File: config.mk
export PLATFORM = sky130hd
export DESIGN_NAME = ppu_fir_encoder_seq
export DESIGN_NICKNAME = d
export VERILOG_FILES = /design/src/rtl/ppu_fir_encoder_seq.sv
export SDC_FILE = /design/constraint.sdc
export NUM_CORES = 1
export LEC_CHECK = 0
export CAP_MARGIN = 10
export CORE_MARGIN = 5
export CORE_UTILIZATION = 50
export DETAILED_ROUTE_END_ITERATION = 10
export GPL_ROUTABILITY_DRIVEN = 0
export PLACE_DENSITY = 0.81
export SLEW_MARGIN = 20
export SYNTH_ARGS = -nofsm -noshare
export SYNTH_HDL_FRONTEND = slang
export SYNTH_SLANG_ARGS = --single-unit
File: constraint.sdc
create_clock -name clk_i -period 8.3 [get_ports clk_i]
set_input_delay 1.245 -clock clk_i [delete_from_list [all_inputs] [get_ports clk_i]]
set_output_delay 1.245 -clock clk_i [all_outputs]
set_load 0.02 [all_outputs]
File: src/rtl/ppu_fir_encoder_seq.sv
// Iterative FIR-to-posit encoder: serial regime build, round-to-nearest-even, clamp.
module ppu_fir_encoder_seq #(
    parameter  int unsigned N              = 16,
    parameter  int unsigned ES             = 1,
    localparam int unsigned S              = $clog2(N),
    localparam int unsigned TE_BITS        = (ES + 1) + (S + 1),
    localparam int unsigned MS             = N - 2,
    localparam int unsigned FRAC_FULL_SIZE = 3 * MS - 2,
    localparam int unsigned W_BITS         = 1 + ES + FRAC_FULL_SIZE
) (
    input  logic                      clk_i,
    input  logic                      rst_i,
    input  logic                      valid_i,
    output logic                      ready_o,
    input  logic                      sign_i,
    input  logic [TE_BITS-1:0]        te_i,
    input  logic [FRAC_FULL_SIZE-1:0] frac_i,
    input  logic                      frac_truncated_i,
    input  logic                      special_i,
    input  logic [N-1:0]              special_posit_i,
    output logic                      valid_o,
    input  logic                      ready_i,
    output logic [N-1:0]              posit_o
);

    localparam int unsigned CW = S + 1;

    localparam logic [1:0] IDLE  = 2'd0;
    localparam logic [1:0] SHIFT = 2'd1;
    localparam logic [1:0] ROUND = 2'd2;
    localparam logic [1:0] OUT   = 2'd3;

    localparam logic signed [TE_BITS-1:0] K_MAX = TE_BITS'(N - 2);
    localparam logic signed [TE_BITS-1:0] K_MIN = TE_BITS'(-(N - 1));

    localparam logic [N-1:0] MAXPOS     = {1'b0, {(N-1){1'b1}}};
    localparam logic [N-1:0] NEG_MAXPOS = {1'b1, {(N-2){1'b0}}, 1'b1};
    localparam logic [N-1:0] MINPOS     = {{(N-1){1'b0}}, 1'b1};
    localparam logic [N-1:0] NEG_MINPOS = {N{1'b1}};

    logic [1:0]        state_q, state_n;
    logic [W_BITS-1:0] w_q, w_n;
    logic [CW-1:0]     cnt_q, cnt_n;
    logic              sticky_q, sticky_n;
    logic              fill_q, fill_n;
    logic              sign_q, sign_n;
    logic [N-1:0]      posit_q, posit_n;
    logic              valid_q, valid_n;

    logic signed [TE_BITS-1:0] k;
    logic                      k_neg;
    logic signed [TE_BITS-1:0] r_len;
    logic [ES-1:0]             e;

    logic [N-2:0] body;
    logic         guard;
    logic         st;
    logic         rnd;
    logic [N-1:0] sum_ext;
    logic [N-2:0] sum;
    logic [N-1:0] mag;
    logic [N-1:0] rounded;

    // Split the total exponent into regime k and exponent e; derive regime run length.
    always_comb begin
        k     = $signed(te_i) >>> ES;
        k_neg = k[TE_BITS-1];
        r_len = k_neg ? -k : k + TE_BITS'(1);
        e     = te_i[ES-1:0];
    end

    // Round-to-nearest-even on the shifted word, clamp carry-out to maxpos, apply sign.
    always_comb begin
        body    = w_q[W_BITS-1 -: N-1];
        guard   = w_q[W_BITS-N];
        st      = sticky_q | (|w_q[W_BITS-N-1:0]);
        rnd     = guard & (st | body[0]);
        sum_ext = {1'b0, body} + N'(rnd);
        sum     = sum_ext[N-1] ? {(N-1){1'b1}} : sum_ext[N-2:0];
        mag     = {1'b0, sum};
        rounded = sign_q ? (~mag + N'(1)) : mag;
    end

    assign ready_o = (state_q == IDLE);
    assign valid_o = valid_q;
    assign posit_o = posit_q;

    // Next-state and datapath update.
    always_comb begin
        state_n  = state_q;
        w_n      = w_q;
        cnt_n    = cnt_q;
        sticky_n = sticky_q;
        fill_n   = fill_q;
        sign_n   = sign_q;
        posit_n  = posit_q;
        valid_n  = valid_q;
        case (state_q)
            IDLE: begin
                if (valid_i) begin
                    sign_n = sign_i;
                    if (special_i) begin
                        posit_n = special_posit_i;
                        valid_n = 1'b1;
                        state_n = OUT;
                    end else if (k >= K_MAX) begin
                        posit_n = sign_i ? NEG_MAXPOS : MAXPOS;
                        valid_n = 1'b1;
                        state_n = OUT;
                    end else if (k <= K_MIN) begin
                        posit_n = sign_i ? NEG_MINPOS : MINPOS;
                        valid_n = 1'b1;
                        state_n = OUT;
                    end else begin
                        w_n      = {k_neg, e, frac_i};
                        fill_n   = ~k_neg;
                        cnt_n    = CW'(r_len);
                        sticky_n = frac_truncated_i;
                        state_n  = SHIFT;
                    end
                end
            end
            SHIFT: begin
                w_n      = {fill_q, w_q[W_BITS-1:1]};
                sticky_n = sticky_q | w_q[0];
                cnt_n    = cnt_q - CW'(1);
                if (cnt_q == CW'(1)) begin
                    state_n = ROUND;
                end
            end
            ROUND: begin
                posit_n = rounded;
                valid_n = 1'b1;
                state_n = OUT;
            end
            OUT: begin
                if (ready_i) begin
                    valid_n = 1'b0;
                    state_n = IDLE;
                end
            end
            default: state_n = IDLE;
        endcase
    end

    // State and datapath registers with synchronous reset.
    always_ff @(posedge clk_i) begin
        if (rst_i) begin
            state_q  <= IDLE;
            w_q      <= '0;
            cnt_q    <= '0;
            sticky_q <= 1'b0;
            fill_q   <= 1'b0;
            sign_q   <= 1'b0;
            posit_q  <= '0;
            valid_q  <= 1'b0;
        end else begin
            state_q  <= state_n;
            w_q      <= w_n;
            cnt_q    <= cnt_n;
            sticky_q <= sticky_n;
            fill_q   <= fill_n;
            sign_q   <= sign_n;
            posit_q  <= posit_n;
            valid_q  <= valid_n;
        end
    end

endmodule

Yosys cells after proc, flatten, opt, wreduce, memory -nomap -nowiden
Cells that the tools add are included.

cells by class
  mux-type cells = 38
  bitwise logic cells = 9
  add/sub/neg operators = 5
  reductions and logical operators = 11
  order comparisons = 2
  eq/ne operators = 11

operator list
  kind                                                  count
  2-to-1 mux 42 bit                                     4
  2-to-1 mux 16 bit                                     7
  case mux 42 bit (2 select lines)                      1
  case mux 16 bit (2 select lines)                      1
  OR reduction 26 bit                                   1
  2-to-1 mux 5 bit                                      5
  adder 15 x 1 -> 16 bit                                1
  adder 16 x 1 -> 16 bit (second input constant)        1
  inverter 15 -> 16 bit                                 1
  2-to-1 mux 15 bit                                     1
  2-to-1 mux 2 bit                                      6
  inequality test 2 bit (second input constant)         6
  case mux 5 bit (2 select lines)                       1
  AND reduction 5 bit                                   2
  2-to-1 mux 1 bit                                      9
  case mux 2 bit (4 select lines)                       1
  >= comparator 6 x 5 -> 1 bit (second input constant)  1
  <= comparator 6 x 5 -> 1 bit (second input constant)  1
  AND reduction 3 bit                                   2
  adder 5 x 2 -> 5 bit (second input constant)          1
  equality test 5 x 1 -> 1 bit (second input constant)  1
  negation 5 bit                                        1
  subtractor 5 x 1 -> 5 bit (second input constant)     1
  equality test 2 bit (second input constant)           2
  other kinds (12)                                      18

storage, ports and cells
  output and inout bits = 18
  logic and storage cells = 84
  bits in registers = 69
  bits of input ports = 70

Logic depth before layout (Yosys ltp)
  word-level depth = 10
  depth in mapped cells = 11
  depth with buffers taken out = 10

Worst setup path before layout
Ideal clock, no wire load.

  path type = input port to flip-flop
  start = input port te_i[1]
  end = register cnt_q[1]
  required time = 8.163 ns
  path buffers = 2
  cell stages on the path = 9
  setup time = 0.137 ns
  data arrival time = 3.165 ns
  path slack = 4.997 ns
  path through = inv_1 ha_1 o211ai_1 nor4b_1 nor2_1 o22ai_1 clkbuf_1 buf_1 a211oi_1

on the way
  cells in the longest elaborated chain, start to end = 7
  elaborated cells between the ends (all ways) = 13
  classes of those cells = 2 x add/sub; 2 x order compare; 2 x eq/ne; 6 x mux; 1 x reduce/logical

RTL lines
  item                                                           RTL line  RTL
  start: declaration                                             16        input logic [TE_BITS-1:0] te_i,
  adder 5 x 2 -> 5 bit / negation 5 bit (equally long branches)  68        r_len = k_neg ? -k : k + TE_BITS'(1);
  2-to-1 mux 5 bit                                               68
  2-to-1 mux 5 bit                                               110       end else if (k <= K_MIN) begin
  2-to-1 mux 5 bit                                               106       end else if (k >= K_MAX) begin
  2-to-1 mux 5 bit                                               102       if (special_i) begin
  2-to-1 mux 5 bit                                               100       if (valid_i) begin
  case mux 5 bit (2 select lines)                                98        case (state_q)
  end signal: assignment                                         160       cnt_q <= cnt_n;
  end: declaration                                               43        logic [CW-1:0] cnt_q, cnt_n;

Parallel ways exist; a longest one is shown, timed or not. The select of a mux whose other input is x is not followed.
A chain may end at the register's enable or synchronous reset.

Final worst setup path
  start = input port te_i[1]
  end = register cnt_q[3]

The elaborated chain is that of the path after synthesis.

==> metrics.md <==
| Metric | Value |
|---|---|
| Maxcap violations | `0` |
| Worst path cell trace | `clkdlybuf4s50_1, inv_1, ha_1, o211ai_1, nor4b_1, nor2_1, o22ai_4, buf_4, o21ai_0, a22oi_1, nor2_1` |
| Most common cell after layout, fill and taps aside | `clkdlybuf4s50_1` |
| R2R cell count | `10` |
| Sink Count | `69` |
| Die H | `104 um` |
| Final #Nets | `686` |
| Final TNS setup | `0 ps` |
| Clock transition at path regs | `80 ps` |
| DR vias | `4295` |
| Ys async rst share | `0%` |
| Ys flop type | `dfxtp_1` |
| Slew margin rel. | `42.0%` |
| Worst-skew pair later-pin latency | `350 ps` |
| Tmin final | `4130 ps` |
| WHS Endpoint | `posit_o[3]` |
| Reg-to-reg critical path startpoint | `w_q[5]` |
| Core Rows | `34` |
| Mux share of post-synthesis cell area | `11.2%` |
| Peak supply drop | `0.000154 V` |
| Post-synthesis adder-cell area fraction | `3.70%` |
| Worst path arrival time | `4340 ps` |
| CTS hold repair buffers | `0` |
| Mapped Nets | `630` |
| Hold path cells | `2` |
| Routed len/inst | `15.9 um` |
| TritonCTS Buffers | `9` |
| Register-to-register setup slack | `5070 ps` |
| Pins Over Slew Limit | `0` |
| Final core utilization | `63.5%` |
| Worst Tran Pin Value | `871 ps` |
| Global-route wire length before repair | `19300 um` |
| Post CTS Setup Buffer Count | `0` |
| Final hold violations | `0` |
| Tightest Hold Check Type | `flop to flop` |
| Xor/xnor share of the synthesized area | `3.59%` |
| Largest family of logic cells by synthesized area | `compound AO/OA/AOI/OAI gates` |
| Post-Syn Instances | `547` |
| I/O pins | `88` |
| Avg Inst Size Synth | `8.04 um^2` |
| RSZ-0062 raised after global routing | `no` |
| Slowest CP cell | `buf_4` |
| Most frequent CP cell | `nor2_1` |
| Port bufs | `87` |
| Period utilization | `49.8%` |
| Seq/Total Area, Yosys | `31.4%` |
| Vias in the first global route | `4130` |
| Outcome | `finished clean` |
| Post-DP HPWL | `8160 um` |
| Warnings, synthesis | `0` |
| Core box area | `8640 um^2` |
| CP Data Required Time | `8510 ps` |
| Post-Route WL | `11400 um` |
| P&R area growth vs syn | `24.9%` |
| Netlist Area Pre-Place | `4400 um^2` |
| Initial Utilization | `50.9%` |
| Lkg Pwr | `0.00192 uW` |
| Inserted Diodes | `0` |
| Power density over cell area | `350 nW/um^2` |
| GR Overflow Total | `0` |
| GR Util All Layers | `20.7%` |
| Max Fclk | `242 MHz` |
| Max Clock Skew | `7.87 ps` |
| Vias per std cell | `6.00` |
| Count of cell types in the netlist | `55` |
| CTS tree | `built` |
| Setup-failing EPs final | `0` |
| Clk buf depth | `2` |
| Min Hold Slack | `472 ps` |
| Largest net degree at the start of global routing | `98` |
| CP Max Fanout | `97` |
| Startpoint Class | `input port` |
| Worst Setup End Kind | `flop` |
| CP Class | `input port to flop` |
| Number of synthesized flops with an enable pin | `0` |
| DR iter-0 viols | `250` |
| Post-synthesis compound-gate area fraction | `25.8%` |
| Remaining antenna violation count after routing | `0` |
| Share of cells above drive strength 1 | `4.61%` |
| CTS root buffer | `clkbuf_8` |
| Synth Area in Simple Gates | `18.2%` |
| Die width | `104 um` |
| Die ar. | `10800 um^2` |
| Pre-antenna DRT Iters | `5` |
| Htree depth | `3` |
| Slowest Stage Delay on Critical Path | `690 ps` |
| Cts repair resizes | `0` |
| Hold Crit Start | `posit_o[3]` |
| Initial antenna violation count | `0` |
| Register bit total from synthesis | `69` |
| Worst r2r dst | `posit_o[12]` |
| Commonest cells after routing, fill and taps aside | `86 x clkdlybuf4s50_1, 76 x nor2_1, 69 x dfxtp_1` |
| # DRC | `0` |
## per-layer routing
metal | vias up | wire length [um] | global-route usage [%]
met1 | 1987 | 5060 | 27.5
met2 | 156 | 5410 | 32.8
met4 | 0 | 136 | 6.57
li1 | 2139 | - | -
met5 | - | 0 | 0
met3 | 13 | 762 | 5.10
## worst max-delay path by stage
stage,from,end,slack [ps],cells after the start
global placement,te_i[1],cnt_q[3],4010,11
global route,te_i[1],cnt_q[3],3910,11
floorplan,te_i[1],cnt_q[1],5000,9
finish,te_i[1],cnt_q[3],4170,11
detailed placement,te_i[1],cnt_q[3],3840,11
CTS,te_i[1],cnt_q[3],4200,11
## report_power, final
group / total (uW) / internal, uW / switching (uW)
combinational: 988 / 429 / 559
sequential: 593 / 456 / 137
clock: 342 / 201 / 141
## through the flow
stage	cells	total power [uW]	setup WS [ps]	area [um^2]
after global routing	716	2070	3910	5490
after CTS	716	1930	4200	5490
after floorplan	547	1310	5000	4400
after detailed placement	700	1580	3840	5240
final	716	1920	4170	5490
after global placement	700	1540	4010	5240
## critical path: cells and delay by family
family | cells | cell delay [ps]
fa+ha+maj | 1 | 200
compound gates | 4 | 750
buf+inv | 3 | 1380
simple gates | 3 | 760
## final cells by class
| cell class | count | area, um^2 |
|---|---|---|
| clock inverter | 7 | 123 |
| multi-input combinational | 413 | 2760 |
| inverter | 19 | 71.3 |
| tap | 108 | 135 |
| fill | 738 | 3150 |
| timing repair buffer | 91 | 896 |
| sequential | 69 | 1380 |
| clock buffer | 9 | 124 |
## registers in the layout, indices dropped and copies added (netlist names)
signal	flops
cnt_q	5
fill_q	1
posit_o	16
sign_q	1
state_q	2
sticky_q	1
valid_o	1
w_q	42
## cells by family after synthesis
| kind of cell | after synthesis |
|---|---|
| AO/OA/AOI/OAI | 167 |
| XOR/XNOR | 18 |
| adder cells (fa/ha/maj) | 13 |
| buffers and inverters | 65 |
| flip-flops | 69 |
| multiplexers | 49 |
| AND/OR/NAND/NOR | 166 |
## cells in the mapped netlist, drive strengths merged (2+ instances only)
library cell / count / area, um^2
a2111o: 2 / 22.5
a211oi: 56 / 420
a21o: 4 / 30.0
a21oi: 35 / 175
a221oi: 4 / 35.0
a22oi: 2 / 15.0
a31oi: 8 / 50.1
a32oi: 2 / 25.0
a41oi: 2 / 17.5
and2: 5 / 31.3
and4: 5 / 46.3
buf: 11 / 70.1
clkbuf: 35 / 131
dfxtp: 69 / 1380
ha: 13 / 163
inv: 19 / 71.3
mux2i: 49 / 490
nand2: 25 / 93.8
nand2b: 4 / 25.0
nand3: 11 / 60.1
nand3b: 2 / 15.0
nand4: 12 / 75.1
nor2: 76 / 285
nor3: 8 / 40.0
nor4: 9 / 56.3
nor4b: 2 / 17.5
o2111ai: 2 / 17.5
o211ai: 2 / 15.0
o21a: 2 / 15.0
o21ai: 27 / 135
o22ai: 4 / 25.0
o311a: 2 / 20.0
o31ai: 4 / 30.0
or3: 3 / 18.8
xnor2: 13 / 114
xor2: 5 / 43.8
No activity file was read; power rests on OpenSTA's default activity.
